## config.mk

```make
export PLATFORM = sky130hd
export DESIGN_NAME = drum_audio_sink
export DESIGN_NICKNAME = d
export VERILOG_FILES = /design/src/rtl/drum_audio_sink.sv
export SDC_FILE = /design/constraint.sdc
export NUM_CORES = 1
export LEC_CHECK = 0
export CAP_MARGIN = 20
export CORE_ASPECT_RATIO = 1.2
export CORE_UTILIZATION = 42
export CTS_CLUSTER_SIZE = 30
export DETAILED_ROUTE_END_ITERATION = 8
export PLACE_DENSITY_LB_ADDON = 0.3
export SETUP_SLACK_MARGIN = 0.4
export SLEW_MARGIN = 25
export SYNTH_ARGS = -nofsm -noshare
export SYNTH_HDL_FRONTEND = slang
export SYNTH_SLANG_ARGS = --single-unit
export TNS_END_PERCENT = 100
```

## constraint.sdc

```tcl
create_clock -name clk -period 4 [get_ports clk]
set_clock_uncertainty 0.1 [all_clocks]
set_input_delay 1 -clock clk [delete_from_list [all_inputs] [get_ports clk]]
set_output_delay 1 -clock clk [all_outputs]
set_load 0.02 [all_outputs]
```

## src/rtl/drum_audio_sink.sv

```systemverilog
// drum_audio_sink: consumer end of the drum mesh output interface.
// Solver samples (signed 1.17) are queued in a small circular FIFO. Each
// sample is scaled to a 32-bit audio word and sent to the codec twice, as a
// left/right pair. The codec's back-pressure reaches the solver via sample_ready.
// Optional feature macro: DRUM_AUDIO_SINK_PEAK_EN adds a peak |sample| tracker
// with the ports peak_clear and peak_abs.
module drum_audio_sink #(
  parameter int DEPTH = 8,
  parameter int SHIFT = 14
) (
  input  logic                    clk,
  input  logic                    rst,
  input  logic [17:0]             sample_in,
  input  logic                    sample_valid,
  output logic                    sample_ready,
  output logic [31:0]             audio_data,
  output logic                    audio_valid,
  output logic                    audio_channel,
  input  logic                    audio_ready,
  output logic [$clog2(DEPTH):0]  fill_level
`ifdef DRUM_AUDIO_SINK_PEAK_EN
  ,
  input  logic                    peak_clear,
  output logic [17:0]             peak_abs
`endif
);

  localparam int PTR_W = $clog2(DEPTH);
  localparam int CNT_W = PTR_W + 1;
  localparam logic [CNT_W-1:0] FULL_LVL = CNT_W'(DEPTH);
  localparam logic [CNT_W-1:0] CNT_ONE  = CNT_W'(1);
  localparam logic [PTR_W-1:0] PTR_ONE  = PTR_W'(1);

  typedef enum logic [1:0] {
    IDLE   = 2'd0,
    SEND_L = 2'd1,
    SEND_R = 2'd2
  } state_t;

  state_t            state_r;
  state_t            state_next_s;
  logic [17:0]       mem_r [DEPTH];
  logic [PTR_W-1:0]  wr_ptr_r;
  logic [PTR_W-1:0]  rd_ptr_r;
  logic [CNT_W-1:0]  count_r;
  logic [CNT_W-1:0]  count_next_s;
  logic              sample_ready_r;
  logic              audio_valid_r;
  logic              audio_channel_r;
  logic [31:0]       hold_r;
  logic              wr_s;
  logic              pop_s;

  // Sign-extend an 18-bit sample to 32 bits, then scale it by SHIFT.
  function automatic logic [31:0] to_audio(input logic [17:0] s);
    logic [31:0] ext;
    ext = {{(32-18){s[17]}}, s};
    return ext << SHIFT;
  endfunction

  // sample_ready_r tracks (count_r != DEPTH), so the write decode uses only registered state.
  assign wr_s = sample_valid && sample_ready_r;

  // Output FSM: pop into the hold register and walk through the L/R pair.
  always_comb begin
    state_next_s = state_r;
    pop_s        = 1'b0;
    case (state_r)
      IDLE: begin
        if (count_r != {CNT_W{1'b0}}) begin
          pop_s        = 1'b1;
          state_next_s = SEND_L;
        end else begin
          state_next_s = IDLE;
        end
      end
      SEND_L: begin
        if (audio_ready) begin
          state_next_s = SEND_R;
        end else begin
          state_next_s = SEND_L;
        end
      end
      SEND_R: begin
        if (audio_ready) begin
          if (count_r != {CNT_W{1'b0}}) begin
            pop_s        = 1'b1;
            state_next_s = SEND_L;
          end else begin
            state_next_s = IDLE;
          end
        end else begin
          state_next_s = SEND_R;
        end
      end
      default: begin
        state_next_s = IDLE;
      end
    endcase
  end

  // Occupancy update. A write and a pop in the same cycle cancel out.
  always_comb begin
    count_next_s = count_r;
    case ({wr_s, pop_s})
      2'b10:   count_next_s = count_r + CNT_ONE;
      2'b01:   count_next_s = count_r - CNT_ONE;
      default: count_next_s = count_r;
    endcase
  end

  // Control state, pointers, hold register and registered handshake outputs.
  always_ff @(posedge clk) begin
    if (rst) begin
      state_r         <= IDLE;
      count_r         <= {CNT_W{1'b0}};
      wr_ptr_r        <= {PTR_W{1'b0}};
      rd_ptr_r        <= {PTR_W{1'b0}};
      sample_ready_r  <= 1'b1;
      audio_valid_r   <= 1'b0;
      audio_channel_r <= 1'b0;
      hold_r          <= 32'd0;
    end else begin
      state_r         <= state_next_s;
      count_r         <= count_next_s;
      sample_ready_r  <= (count_next_s != FULL_LVL);
      audio_valid_r   <= (state_next_s != IDLE);
      audio_channel_r <= (state_next_s == SEND_R);
      if (wr_s) begin
        wr_ptr_r <= wr_ptr_r + PTR_ONE;
      end
      if (pop_s) begin
        rd_ptr_r <= rd_ptr_r + PTR_ONE;
        hold_r   <= to_audio(mem_r[rd_ptr_r]);
      end
    end
  end

  // Sample storage. It needs no reset because the pointers define which entries are valid.
  always_ff @(posedge clk) begin
    if (wr_s) begin
      mem_r[wr_ptr_r] <= sample_in;
    end
  end

  assign sample_ready  = sample_ready_r;
  assign audio_valid   = audio_valid_r;
  assign audio_channel = audio_channel_r;
  assign audio_data    = hold_r;
  assign fill_level    = count_r;

`ifdef DRUM_AUDIO_SINK_PEAK_EN
  logic [17:0] peak_r;

  // Magnitude of a signed 18-bit sample. The most negative code saturates to +max.
  function automatic logic [17:0] abs_sat(input logic [17:0] s);
    logic [17:0] r;
    if (s == 18'h20000) begin
      r = 18'h1FFFF;
    end else if (s[17]) begin
      r = 18'd0 - s;
    end else begin
      r = s;
    end
    return r;
  endfunction

  // Peak tracker over accepted writes. On a clear, a coincident write restarts the peak.
  always_ff @(posedge clk) begin
    if (rst) begin
      peak_r <= 18'd0;
    end else if (peak_clear) begin
      peak_r <= wr_s ? abs_sat(sample_in) : 18'd0;
    end else if (wr_s && (abs_sat(sample_in) > peak_r)) begin
      peak_r <= abs_sat(sample_in);
    end
  end

  assign peak_abs = peak_r;
`endif

endmodule
```

==> flow_metrics.tcl <==
set metrics [dict create \
    status "completed" \
    tns_ns 0 \
    synth_async_sr_flop_share 0 \
    p_comb_frac 0.267 \
    clk_pin_slew_worst_paths_ns 0.06 \
    synth.avg_cell_area_um2 18.21 \
    critPathArrivalTime_ns 3.13 \
    critical_path.startpoint_type "input pin" \
    power.total_mw 5.389 \
    finalCritPeriodShare 0.7354 \
    cap_violations 0 \
    p_int_mw 3.771 \
    ys_ff_latch 177 \
    endpoint_kind "flop" \
    firstDrtPassIters 6 \
    synth_area_leader_cell "edfxtp_1" \
    avgRoutedWirePerCell_um 19.45 \
    switching_power_mw 1.617 \
    cts_made_buffers 17 \
    overflow 0 \
    slowest_delay_ns 0.50 \
    final.fill_count 1331 \
    ys_warn_count 0 \
    grt_use_total 0.1659 \
    cts_root_buf "clkbuf_16" \
    vdd_drop_max_uv 274.2 \
    synth.most_common_cell "edfxtp_1" \
    finalCriticalPeriod_ns 2.942 \
    start_util 0.4281 \
    grt_pass1_wl_um 20580 \
    gp_congestion 0.7591 \
    p_sw_frac 0.3001 \
    antenna_found_initial 0 \
    ys_top_cells_by_count "edfxtp_1, mux4_2, dfxtp_1, nor2_1, mux2i_1" \
    vias_per_cell 5.271 \
    clock.fmax_ghz 0.3399 \
    clock_latency_ns 0.41 \
    worstSetupPathType "input pin to flop" \
    max_slew.worst_pin.slew_ns 0.7911 \
    synth_cell_types 37 \
    final_util 0.5048 \
    synth_edf_count 144 \
    syn_inst 381 \
    stdcell_count 664 \
    hpwlAfterDp_um 7502 \
    fp.dieW_um 119.3 \
    io_buffers 46 \
    crit_buf_inv 1 \
    slowest_stage "clkdlybuf4s50_1" \
    synth_area_leaders "edfxtp_1, mux4_2, dfxtp_1" \
    diodes 0 \
    drv_slew 0 \
    clkPwrFrac 0.282 \
    cts_tree "yes" \
    hold_buffers 0 \
    rsz0062_at_grt "no" \
    synth_seq_area_share 0.7184 \
    cts_resized 0 \
    grt_max_degree 40 \
    cts.sinks 177 \
    layout.nets 465 \
    worst_hold_slack_ns 0.4015 \
    vias 3500 \
    yosysTopAreaCellShare 0.6232 \
    hold_viol 0 \
    path_delay_family "simple AND/OR/NAND/NOR gates" \
    crit_path_frequent_cell "xor2_1" \
    slew_headroom 0.4726 \
    dp.cells 632 \
    drc 0 \
    coreArea_um2 16210 \
    die_y_um 142.8 \
    dieArea_um2 17040 \
    power_leakage_nw 2.624 \
    rows 51 \
    ioPinCount 61 \
    syn_to_final_growth_pct 17.90 \
    drive_above_1_share 0.2080 \
    critical_path.max_fanout 5 \
    route.antenna.remaining_nets 0 \
    powerDensity_nw_per_um2 658.7 \
    syn-cell-area_um2 6939 \
    synthFlopType "edfxtp_1" \
    setup_viol_count_final 0 \
    path_cells "clkdlybuf4s50_1, and2b_4, nor4_2, xor2_1, ha_1, a21oi_1, nor2b_1, mux2i_1, xor2_1, o211ai_1" \
    cp.required_ns 4.19 \
    drt-total-wl_um 12920 \
    drtIter0Drc 244 \
    clockBufferDepth 2 \
    htree_levels 4 \
    seqPwrFrac 0.450 \
    cts_setup_buffers 0 \
    grt_pass1_vias 3716 \
    hold_class "flop to flop" \
]
-- path summary, 6_finish.rpt --
| path | slack [ns] | from | endpoint | cells after the start |
|---|---|---|---|---|
| setup / recovery | 1.06 | audio_ready | sample_ready | 10 |
| hold / removal | 0.40 | audio_data[16] | audio_data[16] | 2 |
| setup reg to reg | 1.60 | fill_level[0] | fill_level[3] | 8 |
| hold reg to reg | 0.40 | audio_data[16] | audio_data[16] | 2 |
-- per-stage QoR --
stage | instance area [µm²] | setup WS, ns
CTS | 8182 | 1.059
finish | 8182 | 1.058
floorplan | 6994 | 0.8570
global route | 8182 | 0.9191
detailed placement | 7637 | 0.6209
global placement | 7637 | 0.6626
-- power by group through the flow --
stage	clock (mW)	sequential (mW)	combinational, mW
floorplan	0	2.49	0.954
global placement	0	2.46	1.42
detailed placement	0	2.48	1.46
CTS	1.56	2.44	1.46
global route	1.63	2.47	1.56
finish	1.52	2.43	1.44
-- flip-flops by register name, indices dropped and copies added, names as in the netlist --
register,count
audio_channel,1
sample_ready,1
rd_ptr_r,3
audio_data,18
audio_valid,1
wr_ptr_r,3
fill_level,4
mem_r,144
state_r,2
-- layer usage --
layer  vias up  wire (µm)  global-route usage
li1       1592          -                   -
met1      1815       5715              0.2087
met2        73       6594              0.2785
met3        20        346             0.03594
met4         0        259             0.07039
met5         -          0                   0
-- logic make-up after synthesis --
family                   count (synthesis)  synth area share
buffers and inverters                   36           0.03372
AND/OR/NAND/NOR                         69           0.05283
AO/OA/AOI/OAI                           29           0.02921
multiplexers                            58            0.1493
flip-flops                             177            0.7184
adder cells (fa/ha/maj)                  4          0.007213
XOR/XNOR                                 7          0.008835
other                                    1         0.0005404
-- worst reg2reg max path, stage by stage (launching register included) --
cell      delay (ns)
dfxtp_1         0.43
nor4_4          0.46
nor3_4          0.08
ha_1            0.23
nand2b_1        0.17
nor4_2          0.21
nor4_2          0.09
mux2_4          0.30
or2_1           0.23
-- cell type report --
| cell class | count | area (µm²) | share of cell area |
|---|---|---|---|
| Multi-Input combinational cell | 181 | 1810 | 0.2213 |
| Clock buffer | 18 | 429.2 | 0.05245 |
| Clock inverter | 14 | 115.1 | 0.01407 |
| Tap cell | 212 | 265.3 | 0.03242 |
| Timing Repair Buffer | 60 | 565.5 | 0.06912 |
| Sequential cell | 177 | 4989 | 0.6097 |
| Inverter | 2 | 7.507 | 0.0009176 |
-- placed cells by master (no fill, tap or decap), types with 2 or more instances in the layout --
master	instances
inv_6	3
nor2_1	33
a31oi_1	2
a211oi_1	18
mux4_2	36
nor3_2	4
xor2_1	5
conb_1	14
nand2_1	10
clkdlybuf4s50_1	46
nor3_1	2
clkbuf_16	17
edfxtp_1	144
nand2b_1	6
a21oi_1	6
mux2i_1	21
clkinv_1	5
buf_4	14
ha_1	4
nor4_4	2
nor4_2	4
dfxtp_1	32
clkinv_4	4
xnor2_1	2
inv_2	2
No activity file was read; power rests on OpenSTA's default activity.
